<file path="config.mk">
export PLATFORM = sky130hd
export DESIGN_NAME = fetch_stage
export DESIGN_NICKNAME = d
export VERILOG_FILES = /design/src/rtl/cpu_pkg.sv /design/src/rtl/if_id_reg.sv /design/src/rtl/fetch_stage.sv
export SDC_FILE = /design/constraint.sdc
export NUM_CORES = 1
export LEC_CHECK = 0
export CAP_MARGIN = 25
export CORE_AREA = 2 2 110 59
export CTS_CLUSTER_SIZE = 20
export DETAILED_ROUTE_END_ITERATION = 8
export DIE_AREA = 0 0 112 61
export PLACE_DENSITY = 0.87
export SETUP_SLACK_MARGIN = 0.3
export SLEW_MARGIN = 10
export SYNTH_ARGS = -nofsm -noshare
export SYNTH_HDL_FRONTEND = slang
export SYNTH_HIERARCHICAL = 1
export SYNTH_SLANG_ARGS = --single-unit
</file>
<file path="constraint.sdc">
create_clock -name clk -period 2.05 [get_ports clk]
set_input_delay 0.41 -clock clk [delete_from_list [all_inputs] [get_ports clk]]
set_output_delay 0.41 -clock clk [all_outputs]
set_load 0.03 [all_outputs]
</file>
<file path="src/rtl/cpu_pkg.sv">
// -----------------------------------------------------------------------------
// cpu_pkg
// Shared definitions for the CPU front end: instruction opcode constants,
// the bubble instruction, the PC increment and the fetch FSM state type.
// No ports (package).
// -----------------------------------------------------------------------------
package cpu_pkg;

    // Major opcodes, found in instruction bits [15:12].
    localparam logic [3:0] OP_TYPEA = 4'b0000;
    localparam logic [3:0] OP_LW    = 4'b1000;
    localparam logic [3:0] OP_SW    = 4'b1011;
    localparam logic [3:0] OP_BLT   = 4'b0100;
    localparam logic [3:0] OP_BGT   = 4'b0101;
    localparam logic [3:0] OP_BEQ   = 4'b0110;
    localparam logic [3:0] OP_JMP   = 4'b1100;
    localparam logic [3:0] OP_HALT  = 4'b1111;

    // Bubble placed in IF/ID on flush, miss or drain.
    localparam logic [15:0] NOP_INSTR = 16'h0000;

    // Instructions are two bytes wide; the PC is a byte address.
    localparam logic [15:0] PC_STEP = 16'd2;

    // RUN:  fetching, last request satisfied or first request of a run.
    // WAIT: fetching, previous cycle's request was not satisfied.
    // HALT: halt opcode accepted, no further requests until redirect/reset.
    typedef enum logic [1:0] {
        RUN  = 2'b00,
        WAIT = 2'b01,
        HALT = 2'b10
    } fetch_state_e;

    // True when an instruction word carries the halt opcode.
    function automatic logic is_halt_op(input logic [3:0] op);
        return op == OP_HALT;
    endfunction

endpackage

</file>
<file path="src/rtl/if_id_reg.sv">
// -----------------------------------------------------------------------------
// if_id_reg
// IF/ID pipeline register with load, hold and flush.
// Priority: rst > i_flush > i_load > hold.
// Ports:
//   clk, rst           clock, synchronous active-high reset
//   i_load             capture i_instr / i_pc_plus2 as a valid instruction
//   i_flush            replace contents with a bubble (NOP, invalid)
//   i_instr            fetched instruction word
//   i_pc_plus2         PC of i_instr plus 2
//   o_instr            registered instruction
//   o_pc_plus2         registered PC+2 of o_instr
//   o_valid            o_instr holds a real instruction
// -----------------------------------------------------------------------------
module if_id_reg
    import cpu_pkg::*;
#(
    parameter int INSTR_W = 16
) (
    input  logic               clk,
    input  logic               rst,
    input  logic               i_load,
    input  logic               i_flush,
    input  logic [INSTR_W-1:0] i_instr,
    input  logic [15:0]        i_pc_plus2,
    output logic [INSTR_W-1:0] o_instr,
    output logic [15:0]        o_pc_plus2,
    output logic               o_valid
);

    logic [INSTR_W-1:0] r_instr;
    logic [15:0]        r_pc_plus2;
    logic               r_valid;

    // NOTE: sequential state uses non-blocking (<=) so every register samples
    // pre-edge values regardless of statement order.
    // NOTE: the missing final else is intentional; in a clocked block it means
    // "hold", which is a flip-flop enable, not a latch.
    always_ff @(posedge clk) begin
        if (rst || i_flush) begin
            r_instr    <= INSTR_W'(NOP_INSTR);
            r_pc_plus2 <= 16'h0000;
            r_valid    <= 1'b0;
        end else if (i_load) begin
            r_instr    <= i_instr;
            r_pc_plus2 <= i_pc_plus2;
            r_valid    <= 1'b1;
        end
    end

    assign o_instr    = r_instr;
    assign o_pc_plus2 = r_pc_plus2;
    assign o_valid    = r_valid;

endmodule

</file>
<file path="src/rtl/fetch_stage.sv">
// -----------------------------------------------------------------------------
// fetch_stage
// Instruction fetch: holds the PC, runs the RUN/WAIT/HALT fetch FSM and feeds
// the IF/ID register (if_id_reg). A returned instruction is accepted when
// imem_ready=1, stall=0 and redirect=0; it appears in IF/ID the next cycle.
// Optional feature macro: FETCH_PERF_CNT_EN adds saturating perf counters.
// Ports:
//   clk, rst                 clock, synchronous active-high reset
//   imem_addr / imem_req     fetch PC (byte address) and request
//   imem_rdata / imem_ready  returned instruction and its valid strobe
//   stall                    decode holds; PC and IF/ID frozen
//   redirect / redirect_pc   downstream branch/jump target, highest priority
//   id_instr / id_pc_plus2   IF/ID instruction and its PC+2
//   id_valid                 IF/ID holds a real instruction
//   opcode / funct           id_instr[15:12] / id_instr[3:0], zero on bubble
//   halted                   fetch stopped on halt opcode
//   perf_fetched/perf_stall  (FETCH_PERF_CNT_EN only) accepted fetches and
//                            stall-or-WAIT cycles, saturating
// -----------------------------------------------------------------------------
module fetch_stage
    import cpu_pkg::*;
#(
    parameter logic [15:0] RESET_PC = 16'h0000,
    parameter int          INSTR_W  = 16
) (
    input  logic               clk,
    input  logic               rst,
    output logic [15:0]        imem_addr,
    output logic               imem_req,
    input  logic [INSTR_W-1:0] imem_rdata,
    input  logic               imem_ready,
    input  logic               stall,
    input  logic               redirect,
    input  logic [15:0]        redirect_pc,
    output logic [INSTR_W-1:0] id_instr,
    output logic [15:0]        id_pc_plus2,
    output logic               id_valid,
    output logic [3:0]         opcode,
    output logic [3:0]         funct,
    output logic               halted
`ifdef FETCH_PERF_CNT_EN
    ,
    output logic [15:0]        perf_fetched,
    output logic [15:0]        perf_stall
`endif
);

    logic [15:0]  r_pc;
    fetch_state_e r_state;
    logic         r_imem_req;
    logic         r_halted;

    logic         w_running;
    logic         w_accept;
    logic         w_flush;
    logic         w_halt_op;
    logic [15:0]  w_pc_plus2;

    assign w_running  = (r_state != HALT);
    assign w_halt_op  = is_halt_op(imem_rdata[15:12]);
    assign w_pc_plus2 = r_pc + PC_STEP;   // wraps 16'hFFFE -> 16'h0000

    // An instruction is taken only when memory delivers, decode can take it
    // and no redirect is killing this fetch.
    assign w_accept = w_running && imem_ready && !stall && !redirect;

    // Bubble IF/ID when redirecting, or when decode drains (no stall) but
    // nothing new arrives: a memory miss, or fetch is halted.
    assign w_flush = redirect || (!stall && (!w_running || !imem_ready));

    // Fetch FSM and PC. imem_req and halted are registered alongside the state.
    always_ff @(posedge clk) begin
        if (rst) begin
            r_pc       <= RESET_PC;
            r_state    <= RUN;
            r_imem_req <= 1'b1;
            r_halted   <= 1'b0;
        end else if (redirect) begin
            r_pc       <= redirect_pc;
            r_state    <= RUN;
            r_imem_req <= 1'b1;
            r_halted   <= 1'b0;
        end else begin
            case (r_state)
                HALT: begin
                    // Stay put; only redirect or reset leave HALT.
                end
                default: begin
                    if (!imem_ready) begin
                        r_state <= WAIT;
                    end else if (stall) begin
                        // Returned word is dropped; the same PC is refetched.
                        r_state <= RUN;
                    end else begin
                        // The halt instruction itself advances the PC before
                        // fetch freezes.
                        r_pc <= w_pc_plus2;
                        if (w_halt_op) begin
                            r_state    <= HALT;
                            r_imem_req <= 1'b0;
                            r_halted   <= 1'b1;
                        end else begin
                            r_state <= RUN;
                        end
                    end
                end
            endcase
        end
    end

    if_id_reg #(
        .INSTR_W (INSTR_W)
    ) u_if_id (
        .clk        (clk),
        .rst        (rst),
        .i_load     (w_accept),
        .i_flush    (w_flush),
        .i_instr    (imem_rdata),
        .i_pc_plus2 (w_pc_plus2),
        .o_instr    (id_instr),
        .o_pc_plus2 (id_pc_plus2),
        .o_valid    (id_valid)
    );

    assign imem_addr = r_pc;
    assign imem_req  = r_imem_req;
    assign halted    = r_halted;
    assign opcode    = id_valid ? id_instr[15:12] : 4'b0000;
    assign funct     = id_valid ? id_instr[3:0]   : 4'b0000;

`ifdef FETCH_PERF_CNT_EN
    logic [15:0] r_perf_fetched;
    logic [15:0] r_perf_stall;

    always_ff @(posedge clk) begin
        if (rst) begin
            r_perf_fetched <= 16'h0000;
            r_perf_stall   <= 16'h0000;
        end else begin
            if (w_accept && (r_perf_fetched != 16'hFFFF)) begin
                r_perf_fetched <= r_perf_fetched + 16'd1;
            end
            if ((stall || (r_state == WAIT)) && (r_perf_stall != 16'hFFFF)) begin
                r_perf_stall <= r_perf_stall + 16'd1;
            end
        end
    end

    assign perf_fetched = r_perf_fetched;
    assign perf_stall   = r_perf_stall;
`endif

endmodule

</file>
==> results of run 1 <==
what timing repair did:
action | in CTS | in global routing
gates resized for setup | 36 | 24
buffers inserted | 4 | 3
endpoints found under the setup margin | 55 | 25
pin swaps | 4 | 8
gates cloned | 0 | 0
path summary, 6_finish.rpt:
path                                               from                    endpoint  cells after the start
worst max-delay path            r_state[0]$_SDFFE_PP0N_  imem_addr[10]$_SDFFE_PP0P_                      4
worst min-delay path                halted$_SDFFE_PP0P_         halted$_SDFFE_PP0P_                      1
worst max register to register  r_state[0]$_SDFFE_PP0N_  imem_addr[10]$_SDFFE_PP0P_                      4
worst min register to register      halted$_SDFFE_PP0P_         halted$_SDFFE_PP0P_                      1
layout by cell type (no fill, tap or decap), types with 3 or more instances in the layout:
cell             Yosys  layout
xor2_1               7       7
dlygate4sd2_1        0      23
or3_1                3       3
buf_4                2      24
o21ai_0              5       5
clkdlybuf4s50_1      0      50
nor3_1               6       4
inv_1                7       7
nand4_1              6       6
and2_1               8       8
nand2_1              6       6
dfxtp_4              0       3
nand3_1              8       8
dfxtp_1             53      44
clkbuf_16            0       6
xnor2_1             13      13
mux2i_1             33      33
a211oi_1             7       7
dfxtp_2              0       6
a311oi_1             7       6
dlymetal6s2s_1       0      20
nor2_1              54      53
layout make-up:
type | instances | area [µm²]
clock buffers | 6 | 150
clock inverters | 1 | 5.00
fillers | 486 | 2050
inverters | 8 | 30.0
multi-input cells | 190 | 1300
flip-flops and latches | 53 | 1080
well taps | 77 | 96.3
repair buffers | 119 | 1150
cells by family after synthesis:
family	count (synthesis)	synth area share, %
xor+xnor	20	7.04
mux	33	13.3
buf+inv	27	6.93
flops	53	42.6
simple gates	108	21.4
fa+ha+maj	1	0.502
compound gates	28	8.29
flip-flops by register name, summed over array words and instances, names as in the netlist:
signal              flops
u_if_id/o_instr        16
imem_req                1
u_if_id/o_valid         1
halted                  1
r_state                 2
u_if_id/o_pc_plus2     16
imem_addr              16
critical path, stage by stage (launching register included):
cell	delay (ns)
dfxtp_2	0.33
and2b_4	0.18
or4_4	0.54
or3_1	0.34
a311oi_2	0.24
power by group through the flow:
stage	logic [mW]	registers (mW)	clock network, mW
global route	0.372	1.11	0.938
floorplan	0.147	1.17	0
CTS	0.347	1.10	0.892
global placement	0.341	1.13	0
detailed placement	0.348	1.13	0
finish	0.348	1.11	0.880
per-layer routing:
| layer | routed length [µm] | share of wire, % | vias up |
|---|---|---|---|
| li1 | - | - | 1144 |
| met1 | 3360 | 48 | 1106 |
| met2 | 3100 | 44 | 81 |
| met3 | 539 | 7.6 | 9 |
| met4 | 61 | 0.86 | 0 |
| met5 | 0 | 0 | - |
through the flow:
| step | setup slack (ns) | instances |
|---|---|---|
| after CTS | 0.296 | 451 |
| after global routing | 0.269 | 454 |
| after detailed placement | -0.183 | 440 |
| after floorplan | 0.301 | 270 |
| after global placement | -0.0540 | 440 |
| final | 0.333 | 454 |
==> flow_summary.json, run 1 <==
{
  "grt_use_met3_pct": 6.19,
  "finalHoldViolations": 0,
  "synth_seq_area_share_pct": 42.6,
  "path_max_fanout": 5,
  "setup_viol": 0,
  "die_h_um": 61,
  "numCtsBuffers": 5,
  "total_leakage_power_nw": 1.79,
  "first_global_vias": 2242,
  "worst_hold_slack_ns": 0.495,
  "vias": 2340,
  "synthTopCellsByArea": "dfxtp_1 (43%), mux2i_1 (13%), nor2_1 (8.1%)",
  "use_met2_pct": 33.7,
  "crit_type": "reg -> reg",
  "pin_count": 96,
  "drt-pass1-iter-count": 4,
  "htreeDepth": 2,
  "hold_buffers": 0,
  "fin_skew_ns": 0.00414,
  "maxCapViolCount": 0,
  "p_switching_mw": 0.583,
  "synthFlopType": "dfxtp_1",
  "synthArstFlopShare_pct": 0,
  "powerDensity_mw_per_mm2": 613,
  "grt_max_degree": 27,
  "drc": 0,
  "placed_area_mm2": 0.00354,
  "fin_crit_sh_pct": 83.7,
  "layout-drive-gt1-share_pct": 14.3,
  "syn_inst": 270,
  "fin_area_mm2": 0.00381,
  "yosysWarningCount": 6,
  "drt_iter0_markers": 106,
  "post_drt_via_cell_ratio": 5.15,
  "tns_ns": 0,
  "rows": 20,
  "area_growth_pct": 52.9,
  "synth-seq-cells": 53,
  "r2r_slack_ns": 0.33,
  "clock_sinks": 53,
  "arrival_ns": 1.92,
  "clk_pin_slew_ns": 0.07,
  "gp_congestion": 0.826,
  "maxSlewViolCount": 0,
  "cts_tree": "done",
  "post-route-min-period_ns": 1.72,
  "tightestPinTransition_ns": 0.361,
  "busiest_layer": "met2",
  "cp-end-kind": "register",
  "clockRootBuffer": "clkbuf_16",
  "gr-usage-all-layers_pct": 20.9,
  "routed_wl_um": 7060,
  "swShare_pct": 25.0,
  "synth_nets": 308,
  "die-area_mm2": 0.00683,
  "avgSynthCellArea_um2": 9.22,
  "dp_hpwl_um": 5180,
  "yosysTopAreaCell": "dfxtp_1",
  "synth_cell_types": 42,
  "power.internal_mw": 1.75,
  "grt_antenna_before_repair": 0,
  "num_antenna_cells": 0,
  "grt_overflow": 0,
  "wl_per_cell_um": 15.5,
  "timing.fmax_ghz": 0.583,
  "start_kind": "register",
  "core_mm2": 0.00586,
  "finish.utilization_pct": 65.0,
  "grt_setup_unrepaired": "true",
  "synth_most_common_cell": "nor2_1",
  "grt_pass1_wl_um": 11200,
  "power_mw": 2.33,
  "outcome": "finished clean",
  "fin_nets": 415,
  "antenna_left": 0,
  "die-width_um": 112,
  "synth_top_area_share_pct": 42.6,
  "synth_common_cells": "nor2_1 (54), dfxtp_1 (53), mux2i_1 (33)",
  "cts.path.max_buffers": 2,
  "use_met1_pct": 28.2,
  "hold_path.class": "reg -> reg",
  "p_seq_share_pct": 47.4,
  "peakVddDrop_mv": 0.438,
  "io_buffers": 95,
  "combPwrFrac_pct": 14.9,
  "required_ns": 2.25,
  "clkLatencyLatePin_ns": 0.29,
  "maxSlewHeadroom_pct": 75.9,
  "clkPwrFrac_pct": 37.7,
  "synth_edf_count": 0,
  "syn-cell-area_mm2": 0.00249,
  "initial_core_util_pct": 42.5
}
(Power assumes the default switching activity.)
==> run 2, diff against run 1 <==
==> constraint.sdc (replaced) <==
create_clock -name clk -period 1.8 [get_ports clk]
set_input_delay 0.36 -clock clk [delete_from_list [all_inputs] [get_ports clk]]
set_output_delay 0.36 -clock clk [all_outputs]
set_load 0.03 [all_outputs]
==> run 2 against run 1 <==
Against the previous run: worst hold slack worse by 0.025 ns; utilization is 4.6 points higher; clock-buffer cell count is 1 higher; register-to-register slack worse by 0.26 ns; critical path depth stayed put; critical path type unchanged; via count is 4.6% higher; sequential share of layout area is 1.5 points lower; total power is 18% higher; final cell count is 4.8% higher; largest power group unchanged; largest cell class unchanged.
==> flow_summary.json, run 2 (synthesis gave the netlist of run 1 again) <==
{
  "fin_area_mm2": 0.00408,
  "dp_hpwl_um": 5130,
  "fin_nets": 436,
  "die_h_um": 61,
  "total_leakage_power_nw": 1.70,
  "setup_ws_ns": 0.0756,
  "grt_pass1_wl_um": 11800,
  "rows": 20,
  "drt-pass1-iter-count": 4,
  "worst_hold_slack_ns": 0.470,
  "area_growth_pct": 63.7,
  "drc": 0,
  "gr-usage-all-layers_pct": 22.4,
  "routed_wl_um": 7740,
  "tightestPinTransition_ns": 0.354,
  "die-area_mm2": 0.00683,
  "first_global_vias": 2373,
  "layout-drive-gt1-share_pct": 26.6,
  "regToRegStartpoint": "imem_addr[2]$_SDFFE_PP0P_",
  "finalHoldViolations": 0,
  "fill_cells": 482,
  "rr_worst_depth": 4,
  "clkLatencyLatePin_ns": 0.29,
  "grt_setup_unrepaired": "true",
  "timing.fmax_ghz": 0.580,
  "maxSlewViolCount": 0,
  "numCtsBuffers": 5,
  "grt_overflow": 0,
  "tns_ns": 0,
  "setup_viol": 0,
  "hold_end": "halted$_SDFFE_PP0P_",
  "wl_per_cell_um": 16.3,
  "die-width_um": 112,
  "reg2reg_to": "imem_addr[8]$_SDFFE_PP0P_",
  "clockRootBuffer": "clkbuf_16",
  "post-route-min-period_ns": 1.72,
  "gp_congestion": 0.849,
  "grt_antenna_before_repair": 0,
  "pre_cts_slack_ns": -0.340,
  "final_cell_mix": "nor2_1 (51), dlygate4sd2_1 (43), dfxtp_1 (39)",
  "powerDensity_mw_per_mm2": 675,
  "path_max_fanout": 5,
  "maxCapViolCount": 0,
  "antenna_left": 0,
  "hold_path.class": "reg -> reg",
  "vias": 2447,
  "layout_commonest_cell": "nor2_1",
  "min_from": "halted$_SDFFE_PP0P_",
  "required_ns": 1.99,
  "outcome": "finished clean",
  "hold_path_depth": 1,
  "drt_iter0_markers": 93,
  "htreeDepth": 2,
  "cts_tree": "done",
  "cts.path.max_buffers": 2,
  "r2r_slack_ns": 0.08,
  "peakVddDrop_mv": 0.433,
  "crit_type": "reg -> reg",
  "hold_buffers": 0,
  "grt_max_degree": 19,
  "initial_core_util_pct": 42.5,
  "placed_area_mm2": 0.00362,
  "fin_skew_ns": 0.00200,
  "cp-end-kind": "register",
  "start_kind": "register",
  "core_mm2": 0.00586,
  "arrival_ns": 1.92,
  "num_antenna_cells": 0,
  "post_drt_via_cell_ratio": 5.14,
  "clk_pin_slew_ns": 0.07,
  "maxSlewHeadroom_pct": 76.5,
  "pin_count": 96,
  "fin_crit_sh_pct": 95.8,
  "clock_sinks": 53,
  "io_buffers": 95
}
-- run 2: cell count changes in the layout (fill, tap and decap cells not counted), sizes merged --
cell           before  now
dlymetal6s2s       20    0
dlygate4sd2        23   43
clkdlybuf4s50      50   33
clkdlybuf4s15       1    9
buf                25   51
clkbuf              6   11
-- run 2: through the flow --
step / power [mW] / instances / utilization, %
after global routing: 2.85 / 476 / 69.6
after CTS: 2.74 / 469 / 68.1
final: 2.75 / 476 / 69.6
after detailed placement: 1.69 / 443 / 61.8
after floorplan: 1.51 / 270 / -
after global placement: 1.68 / 443 / 61.8
-- run 2: how the worst max path moves through the flow --
stage          cells after the start                      start                          to  slack [ns]
6_report                           4  imem_addr[2]$_SDFFE_PP0P_   imem_addr[8]$_SDFFE_PP0P_        0.08
5_1_grt                            4  imem_addr[1]$_SDFFE_PP0P_   imem_addr[8]$_SDFFE_PP0P_        0.03
4_1_cts                            4  imem_addr[1]$_SDFFE_PP0P_  imem_addr[10]$_SDFFE_PP0P_        0.10
3_5_place_dp                       5                 imem_ready   imem_addr[8]$_SDFFE_PP0P_       -0.34
3_3_place_gp                       5                 imem_ready  imem_addr[10]$_SDFFE_PP0P_       -0.25
2_1_floorplan                      4  imem_addr[3]$_SDFFE_PP0P_  imem_addr[10]$_SDFFE_PP0P_        0.12
-- run 2: metal layers --
metal	part of all wire, %	wire length [µm]	global-route usage [%]	vias up
met3	8.9	689	7.69	4
met4	0.52	40	6.10	0
li1	-	-	-	1198
met5	0	0	0	-
met1	47	3610	28.4	1151
met2	44	3400	37.7	94
-- run 2: critical path: stages, from the launching register on --
cell and delay, ns:
dfxtp_4 0.38, nand3_4 0.08, or4_4 0.57, or3_4 0.35, a311oi_2 0.25
-- run 2: final cells by class --
class	instances	area, µm²	area share (%)
multi-input combinational	190	1390	34.0
timing repair buffer	140	1310	32.0
sequential	53	1090	26.8
clock buffer	7	154	3.78
tap	77	96.3	2.36
inverter	8	31.3	0.768
clock inverter	1	8.76	0.215
-- run 2: repair_timing --
| action | 4_1_cts | 5_1_grt |
|---|---|---|
| cloned | 3 | 1 |
| gates resized for setup | 111 | 40 |
| setup endpoints to repair | 110 | 61 |
| buffers inserted | 15 | 6 |
| pin swaps | 13 | 13 |
-- run 2: report_power, final --
part           switching, mW  internal (mW)  leakage (nW)  total (mW)
Combinational          0.226          0.240          1.18       0.466
Sequential            0.0495           1.21         0.438        1.26
Clock                  0.425          0.604        0.0792        1.03
